## src/rtl/arb_mux.sv

```systemverilog
// arb_mux: N-channel registered multiplexor with valid/ready handshaking.
// Arbitrates among requesting channels (round-robin or fixed priority) and
// registers the winning word into a single output stage.
module arb_mux #(
    parameter int unsigned WIDTH = 64,
    parameter int unsigned N     = 4,
    parameter int unsigned RR    = 1,
    parameter int unsigned SELW  = $clog2(N)
) (
    input  logic                 clk,
    input  logic                 rst,
    input  logic [N-1:0]         in_valid,
    input  logic [N*WIDTH-1:0]   in_data,
    output logic [N-1:0]         in_ready,
    output logic                 out_valid,
    output logic [WIDTH-1:0]     out_data,
    output logic [SELW-1:0]      out_sel,
    input  logic                 out_ready
);

    logic             r_valid;
    logic [WIDTH-1:0] r_data;
    logic [SELW-1:0]  r_sel;
    logic [SELW-1:0]  r_ptr;

    logic             w_load;
    logic             w_any;
    logic             w_xfer;
    logic [SELW-1:0]  w_gnt;
    logic [SELW-1:0]  w_base;
    logic [WIDTH-1:0] w_gnt_data;

    // Output stage accepts a word when empty or being drained this cycle
    assign w_load = !r_valid || out_ready;

    // Fixed priority is a round-robin scan that always starts at channel 0
    assign w_base = (RR != 0) ? r_ptr : '0;

    // Grant search: first requesting channel scanning upward from w_base, wrapping at N-1
    always_comb begin
        logic [SELW:0] idx;
        w_any = 1'b0;
        w_gnt = '0;
        idx   = '0;
        for (int k = 0; k < int'(N); k++) begin
            idx = {1'b0, w_base} + (SELW+1)'(k);
            if (idx >= (SELW+1)'(N)) begin
                idx = idx - (SELW+1)'(N);
            end
            if (!w_any && in_valid[idx[SELW-1:0]]) begin
                w_any = 1'b1;
                w_gnt = idx[SELW-1:0];
            end
        end
    end

    // Reset gating keeps in_ready low for the whole reset assertion
    assign w_xfer = w_load && w_any && !rst;

    // Data mux for the granted channel
    always_comb begin
        w_gnt_data = '0;
        for (int i = 0; i < int'(N); i++) begin
            if (w_gnt == SELW'(i)) begin
                w_gnt_data = in_data[i*WIDTH +: WIDTH];
            end
        end
    end

    // One-hot accept for the granted channel only
    always_comb begin
        in_ready = '0;
        if (w_xfer) begin
            in_ready[w_gnt] = 1'b1;
        end
    end

    // Output register and round-robin pointer
    always_ff @(posedge clk or posedge rst) begin
        if (rst) begin
            r_valid <= 1'b0;
            r_data  <= '0;
            r_sel   <= '0;
            r_ptr   <= '0;
        end else begin
            if (w_xfer) begin
                r_valid <= 1'b1;
                r_data  <= w_gnt_data;
                r_sel   <= w_gnt;
                if (RR != 0) begin
                    r_ptr <= (w_gnt == SELW'(N - 1)) ? '0 : w_gnt + SELW'(1);
                end
            end else if (out_ready) begin
                r_valid <= 1'b0;
            end
        end
    end

    assign out_valid = r_valid;
    assign out_data  = r_data;
    assign out_sel   = r_sel;

endmodule
```

## config.mk

```make
export PLATFORM = sky130hd
export DESIGN_NAME = arb_mux
export DESIGN_NICKNAME = d
export VERILOG_FILES = /design/src/rtl/arb_mux.sv
export SDC_FILE = /design/constraint.sdc
export NUM_CORES = 1
export LEC_CHECK = 0
export BUFFER_PORTS_ARGS = -buffer_cell sky130_fd_sc_hd__buf_2
export CAP_MARGIN = 20
export CORE_AREA = 2 2 129 131
export CTS_CLUSTER_DIAMETER = 50
export DETAILED_ROUTE_END_ITERATION = 7
export DIE_AREA = 0 0 131 133
export GPL_TIMING_DRIVEN = 0
export HOLD_SLACK_MARGIN = 0.02
export PLACE_DENSITY = 0.6
export SYNTH_ARGS = -nofsm -noshare
export SYNTH_HDL_FRONTEND = slang
export SYNTH_SLANG_ARGS = --single-unit
```

## constraint.sdc

```tcl
create_clock -name clk -period 2.75 [get_ports clk]
set_input_delay 0.275 -clock clk [delete_from_list [all_inputs] [get_ports clk]]
set_output_delay 0.275 -clock clk [all_outputs]
set_load 0.02 [all_outputs]
```

==> summary.md, run 1 <==
| Metric | Value |
|---|---|
| Clock sinks | `69` |
| Yosys reg bits | `69` |
| Placed Cells | `1103` |
| R2r startpoint | `r_ptr[1]` |
| Final Non-Filler Cells | `1121` |
| Synth top area cells | `dfrtp_1 35%, a221oi_2 18%, a211o_1 11%` |
| Grt total ovfl | `0` |
| Syn-to-layout area delta | `47.4%` |
| Post-synth top area share | `0.345` |
| Clk buf depth | `2` |
| Share of flip-flops with an asynchronous set or reset | `1.00` |
| Die Wd | `131 µm` |
| Hold WC Path Type | `in -> reg` |
| Mapped Area | `5000 µm²` |
| CTS tree | `done` |
| Reg area | `1730 µm²` |
| Crit path kind | `reg -> out` |
| Die area | `17400 µm²` |
| Syn avg cell area | `9.11 µm²` |
| Setup crit start kind | `flip-flop` |
| CTS buffer count | `9` |
| Sequential element share of the synthesized area | `0.345` |
| Drt initial violations | `257` |
| Critical Path RT | `2.48 ns` |
| Layout cells sized above 1 | `0.507` |
| Synthesized net count | `816` |
| Antenna fix cells | `0` |
| Crit-path cells | `nor2b_1 > a21o_1 > a211oi_4 > inv_1 > ha_4 > buf_8 > buf_6 > and2_1 > buf_2` |
| Max-cap violation count | `0` |
| Layout Nets | `1164` |
| Routed vias | `5506` |
| Vias per cell | `4.91` |
| Ys Warns | `0` |
| Row count | `47` |
| Rel. slew slack | `0.648` |
| First drt pass iteration count | `4` |
| GPL Wtd Cong | `0.790` |
| Final Critical Period | `2.72 ns` |
| Worst reg-to-reg path cell count | `11` |
| Endpoints failing setup | `0` |
| Final wirelength | `19200 µm` |
| GRT Overall Usage | `0.217` |
| Fin Hold WS | `0.201 ns` |
| Critical path depth | `9` |
| Fmax | `368 MHz` |
| Avg WL per Cell | `17.1 µm` |
| Clock Skew | `0.00566 ns` |
| Worst-margin pin slew | `0.529 ns` |
| Worst vdd ir | `0.400 mV` |
| Yosys cell types | `30` |
| DRC | `0` |
| I/O pin cnt | `334` |
| Final instance area | `7380 µm²` |
| Reg-to-reg setup timing slack | `0.06 ns` |
| Initial antenna violation count | `0` |
| DP HPWL | `15100 µm` |
| Post-DRT Antenna Nets | `0` |
| Critical Path End | `in_ready[1]` |
| Core ar. | `16200 µm²` |
| Insertion delay to the later sink of the worst-skew pair | `0.33 ns` |
| Number of global-route vias before repair | `5516` |
| First-pass GRT wire length | `29100 µm` |
| R2R Path End | `out_data[47]` |
| Final Hold Vio Count | `0` |
| CP delay by family, top | `buffers and inverters` |
| Crit path max-delay cell type | `dfrtp_2` |
| Crit path max fanout | `10` |
| Slew Viols, Final | `0` |
| Fin crit share | `0.988` |
| Placed inst area | `6970 µm²` |
| RSZ-0062 raised after global routing | `true` |
| Beginning of the critical path | `r_ptr[1]` |
| Top_reg_cell synth | `dfrtp_1` |
| Static Leak | `0.00371 µW` |
| Most common cell after layout, fill and taps aside | `buf_2` |
| Footprint of the multi-input gates | `2670 µm²` |
| Die Span Y | `133 µm` |
| Delay of the slowest cell on the worst path | `0.43 ns` |
| Critical path buffers and inverters | `4` |
| Leading area contributor after synthesis | `dfrtp_1` |
| Fillers | `1649` |
| CTS Root Cell | `clkbuf_16` |
| H-tree depth | `3` |
| Largest net degree at the start of global routing | `38` |
| Clock transition at path regs | `0.06 ns` |
| Status | `finished, final reports clean` |
| Number of synthesized flops with an enable pin | `0` |
| Post-synthesis cell count | `549` |
| Setup crit end kind | `output pin` |
| Setup TNS Final | `0 ns` |
| Initial Util | `0.309` |
| Most frequent cells in the layout | `348 x buf_2, 68 x dfrtp_1, 67 x inv_1, 67 x nor2_1` |
| Input/output buffers | `333` |
| Worst Path Arrival | `2.44 ns` |
| Power density cells | `1020 nW/µm²` |
==> flip-flops by register name (all words and copies together) (netlist names) <==
register,cells
out_valid,1
out_sel,2
out_data,64
r_ptr,2
==> stage by stage <==
stage | power [µW] | setup slack [ns] | utilization
6_report | 7550 | 0.0322 | 0.456
2_1_floorplan | 4900 | 0.464 | -
3_3_place_gp | 6280 | -0.424 | 0.429
5_1_grt | 8110 | -0.0486 | 0.456
3_5_place_dp | 6320 | -0.217 | 0.431
4_1_cts | 7550 | 0.00796 | 0.452
==> synthesized netlist by cell type (2+ instances only) <==
cell type / n
nor2b_1: 3
nand2_1: 64
nand2b_1: 2
a221oi_2: 59
a21oi_1: 4
inv_1: 68
a211o_1: 63
buf_6: 5
clkbuf_1: 23
mux2_1: 2
nor2_1: 67
a31oi_1: 65
and2_1: 4
buf_2: 22
a221oi_1: 4
o21ai_0: 2
a21o_1: 2
buf_12: 7
ha_1: 4
dfrtp_1: 69
==> timing repair <==
action,4_1_cts,5_1_grt
hold buffers,1,0
pin swaps,1,3
hold endpoints to repair,33,0
resized for setup,11,22
setup endpoints to repair,67,46
buffers inserted,0,2
==> logic make-up after synthesis <==
family / after synthesis / synth area share
AO/OA/AOI/OAI: 203 / 0.392
AND/OR/NAND/NOR: 146 / 0.119
buffers and inverters: 125 / 0.130
flip-flops: 69 / 0.345
adder cells (fa/ha/maj): 4 / 0.0100
multiplexers: 2 / 0.00450
==> worst min-delay path, delay by kind of cell <==
kind | cells | cell delay, ns
AO/OA/AOI/OAI | 1 | 0.07
AND/OR/NAND/NOR | 1 | 0.05
buffers and inverters | 1 | 0.09
==> how the worst min path moves through the flow <==
stage,startpoint,cells past startpoint,slack (ns),to
global placement,out_sel[1],1,0.47,out_sel[1]
finish,in_data[213],3,0.20,out_data[21]
CTS,in_data[247],3,0.19,out_data[55]
floorplan,in_data[211],2,0.43,out_data[19]
detailed placement,rst,2,0.35,out_sel[0]
global route,in_data[213],3,0.19,out_data[21]
==> where the power goes <==
group	internal, µW	switching [µW]
Sequential	1470	234
Combinational	2020	2660
Clock	748	422
==> per-layer routing <==
metal	track usage	vias to the layer above	routed length [µm]	share of wire
met2	0.380	206	9670	0.50
met3	0.0412	16	1250	0.065
li1	-	2706	-	-
met5	0	-	0	0
met1	0.271	2578	8040	0.42
met4	0.0591	0	244	0.013
==> layout make-up <==
type / count / area share
Clock buffer: 14 / 0.0358
Sequential cell: 69 / 0.234
Inverter: 68 / 0.0349
Clock inverter: 1 / 0.00407
Tap cell: 220 / 0.0373
Timing Repair Buffer: 337 / 0.232
Multi-Input combinational cell: 355 / 0.362
Buffer: 57 / 0.0597
Power figures use the tool's default switching activity.
==> run 2: changes to the inputs <==
--- a/config.mk
+++ b/config.mk
@@ -7,13 +7,13 @@
 export LEC_CHECK = 0
 export BUFFER_PORTS_ARGS = -buffer_cell sky130_fd_sc_hd__buf_2
 export CAP_MARGIN = 20
-export CORE_AREA = 2 2 129 131
+export CORE_AREA = 2 2 128 130
 export CTS_CLUSTER_DIAMETER = 50
 export DETAILED_ROUTE_END_ITERATION = 7
-export DIE_AREA = 0 0 131 133
+export DIE_AREA = 0 0 130 132
 export GPL_TIMING_DRIVEN = 0
 export HOLD_SLACK_MARGIN = 0.02
-export PLACE_DENSITY = 0.6
+export PLACE_DENSITY = 0.61
 export SYNTH_ARGS = -nofsm -noshare
 export SYNTH_HDL_FRONTEND = slang
 export SYNTH_SLANG_ARGS = --single-unit
==> constraint.sdc (replaced) <==
create_clock -name clk -period 3.2 [get_ports clk]
set_input_delay 0.32 -clock clk [delete_from_list [all_inputs] [get_ports clk]]
set_output_delay 0.32 -clock clk [all_outputs]
set_load 0.02 [all_outputs]
==> summary.md, run 2 (synthesized netlist as in run 1, its figures left out) <==
| Metric | Value |
|---|---|
| Status | `finished, final reports clean` |
| Initial antenna violation count | `0` |
| Grt total ovfl | `0` |
| Comb power frac | `0.627` |
| H-tree depth | `3` |
| Routed vias | `5487` |
| Footprint of the multi-input gates | `2630 µm²` |
| Worst vdd ir | `0.409 mV` |
| Most common cell after layout, fill and taps aside | `buf_2` |
| Die area | `17200 µm²` |
| Input/output buffers | `333` |
| Worst Path Arrival | `2.57 ns` |
| Met3 GRT Util | `0.0434` |
| RSZ-0062 raised after global routing | `false` |
| Final Hold Vio Count | `0` |
| Rel. slew slack | `0.654` |
| Worst-margin pin slew | `0.519 ns` |
| Critical Path RT | `2.88 ns` |
| Fmax | `346 MHz` |
| Final instance area | `7220 µm²` |
| Delay of the slowest cell on the worst path | `0.42 ns` |
| Number of global-route vias before repair | `5567` |
| Clock transition at path regs | `0.06 ns` |
| Min-delay src | `in_data[252]` |
| Pint | `3430 µW` |
| Slew Viols, Final | `0` |
| Die Span Y | `132 µm` |
| Fillers | `1642` |
| Antenna fix cells | `0` |
| Clock sinks | `69` |
| R2r startpoint | `r_ptr[1]` |
| Sequential share of power | `0.233` |
| Die Wd | `130 µm` |
| Avg WL per Cell | `17.1 µm` |
| Clock share of power | `0.140` |
| Max-cap violation count | `0` |
| Core ar. | `15700 µm²` |
| CTS tree | `done` |
| DP HPWL | `14800 µm` |
| Layout cells sized above 1 | `0.496` |
| Clock Skew | `0.00725 ns` |
| Reg area | `1730 µm²` |
| Fin crit share | `0.903` |
| Crit-path cells | `nor2b_1 > o21ai_0 > and3_1 > ha_1 > buf_6 > buf_6 > and2_1 > buf_2` |
| I/O pin cnt | `334` |
| Crit path max fanout | `10` |
| Row count | `46` |
| DRC | `0` |
| Post-DRT Antenna Nets | `0` |
| Insertion delay to the later sink of the worst-skew pair | `0.33 ns` |
| Most frequent cells in the layout | `355 x buf_2, 69 x dfrtp_1, 67 x inv_1, 67 x nor2_1, 65 x a31oi_1` |
| R2R Path End | `out_data[47]` |
| Largest net degree at the start of global routing | `62` |
| Hold path cells | `3` |
| Grt peak-use layer | `met2` |
| Sw Share | `0.453` |
| Most used cell, CP | `buf_6` |
| Placed inst area | `6970 µm²` |
| Crit path kind | `reg -> out` |
| CTS Root Cell | `clkbuf_16` |
| Initial Util | `0.318` |
| GPL Wtd Cong | `0.795` |
| Met1 Track Usage GR | `0.249` |
| Hold WC Path Type | `in -> reg` |
| Power density cells | `869 nW/µm²` |
| First-pass GRT wire length | `28600 µm` |
| Psw | `2840 µW` |
| WHS Endpoint | `out_data[60]` |
| Clk buf depth | `2` |
| Reg-to-reg setup timing slack | `0.42 ns` |
| Static Leak | `0.00366 µW` |
| Endpoints failing setup | `0` |
| Setup crit start kind | `flip-flop` |
| Max reg flops | `64` |
| GRT Overall Usage | `0.215` |
| Grt met2 use | `0.388` |
| Postcts setup bufs | `0` |
| Syn-to-layout area delta | `44.3%` |
| Layout Nets | `1160` |
| Vias per cell | `4.93` |
| Final Critical Period | `2.89 ns` |
| Final wirelength | `19000 µm` |
| Worst reg-to-reg path cell count | `9` |
| Fin Hold WS | `0.240 ns` |
| Setup crit end kind | `output pin` |
| First drt pass iteration count | `4` |
| CTS buffer count | `9` |
| Drt initial violations | `221` |
| Crit path max-delay cell type | `dfrtp_1` |
run 2: cell types whose count changed in the layout (fill, tap and decap cells not counted), moves of 2 or more:
cell / before / now
ha_1: 1 / 4
clkinv_2: 0 / 3
clkbuf_2: 3 / 1
buf_6: 8 / 5
buf_2: 348 / 355
clkbuf_8: 2 / 0
ha_2: 2 / 0
buf_4: 2 / 0
clkbuf_4: 5 / 0
run 2: critical path: cells and delay by family (launching register included):
family | cells | cell delay (ns)
AOI/OAI and AO/OA | 1 | 0.39
and+or+nand+nor | 3 | 0.56
DFF | 1 | 0.42
adders and majority gates | 1 | 0.30
buffers and inverters | 3 | 0.56
run 2: stage by stage:
stage / TNS (ns) / cells / util / setup slack (ns) / power [µW]
detailed placement: 0 / 1099 / 0.444 / 0.177 / 5430
global route: 0 / 1112 / 0.460 / 0.132 / 6720
global placement: -0.161 / 1098 / 0.442 / -0.00680 / 5410
floorplan: 0 / 549 / - / 0.892 / 4210
CTS: 0 / 1113 / 0.460 / 0.000479 / 6340
finish: 0 / 1112 / 0.460 / 0.311 / 6270
run 2: area by class of cell:
cell class / count / share of cell area
plain buffers: 55 / 0.0535
clock buffers: 11 / 0.0322
clock inverters: 3 / 0.00208
inverters: 68 / 0.0357
multi-input cells: 355 / 0.364
flip-flops and latches: 69 / 0.239
well taps: 216 / 0.0374
repair buffers: 335 / 0.236
run 2: worst max path at each step:
stage                    to  startpoint  slack (ns)  cells after the start
2_1_floorplan   in_ready[2]    r_ptr[1]        0.89                      7
3_3_place_gp   out_data[10]         rst      -0.007                      2
3_5_place_dp   out_data[62]    r_ptr[1]        0.18                      9
4_1_cts         in_ready[2]    r_ptr[1]      0.0005                      8
5_1_grt         in_ready[1]    r_ptr[1]        0.13                      8
6_report        in_ready[1]    r_ptr[1]        0.31                      8
run 2: power groups by stage:
stage | combinational, µW | sequential (µW) | clock, µW
after floorplan | 2270 | 1940 | 0
after global placement | 3960 | 1450 | 0
after detailed placement | 3960 | 1470 | 0
after CTS | 3970 | 1460 | 910
after global routing | 4260 | 1510 | 946
final | 3940 | 1460 | 877
run 2: repair_timing:
item | CTS | global route
pin swaps | 0 | 0
hold buffers | 1 | 0
setup endpoints to repair | 1 | 2
hold endpoints to repair | 8 | 0
gates resized for setup | 0 | 2
run 2: routing by layer:
layer	vias to the layer above	wire length, µm
li1	2699	-
met1	2528	7870
met2	229	9440
met3	31	1230
met4	0	444
met5	-	0
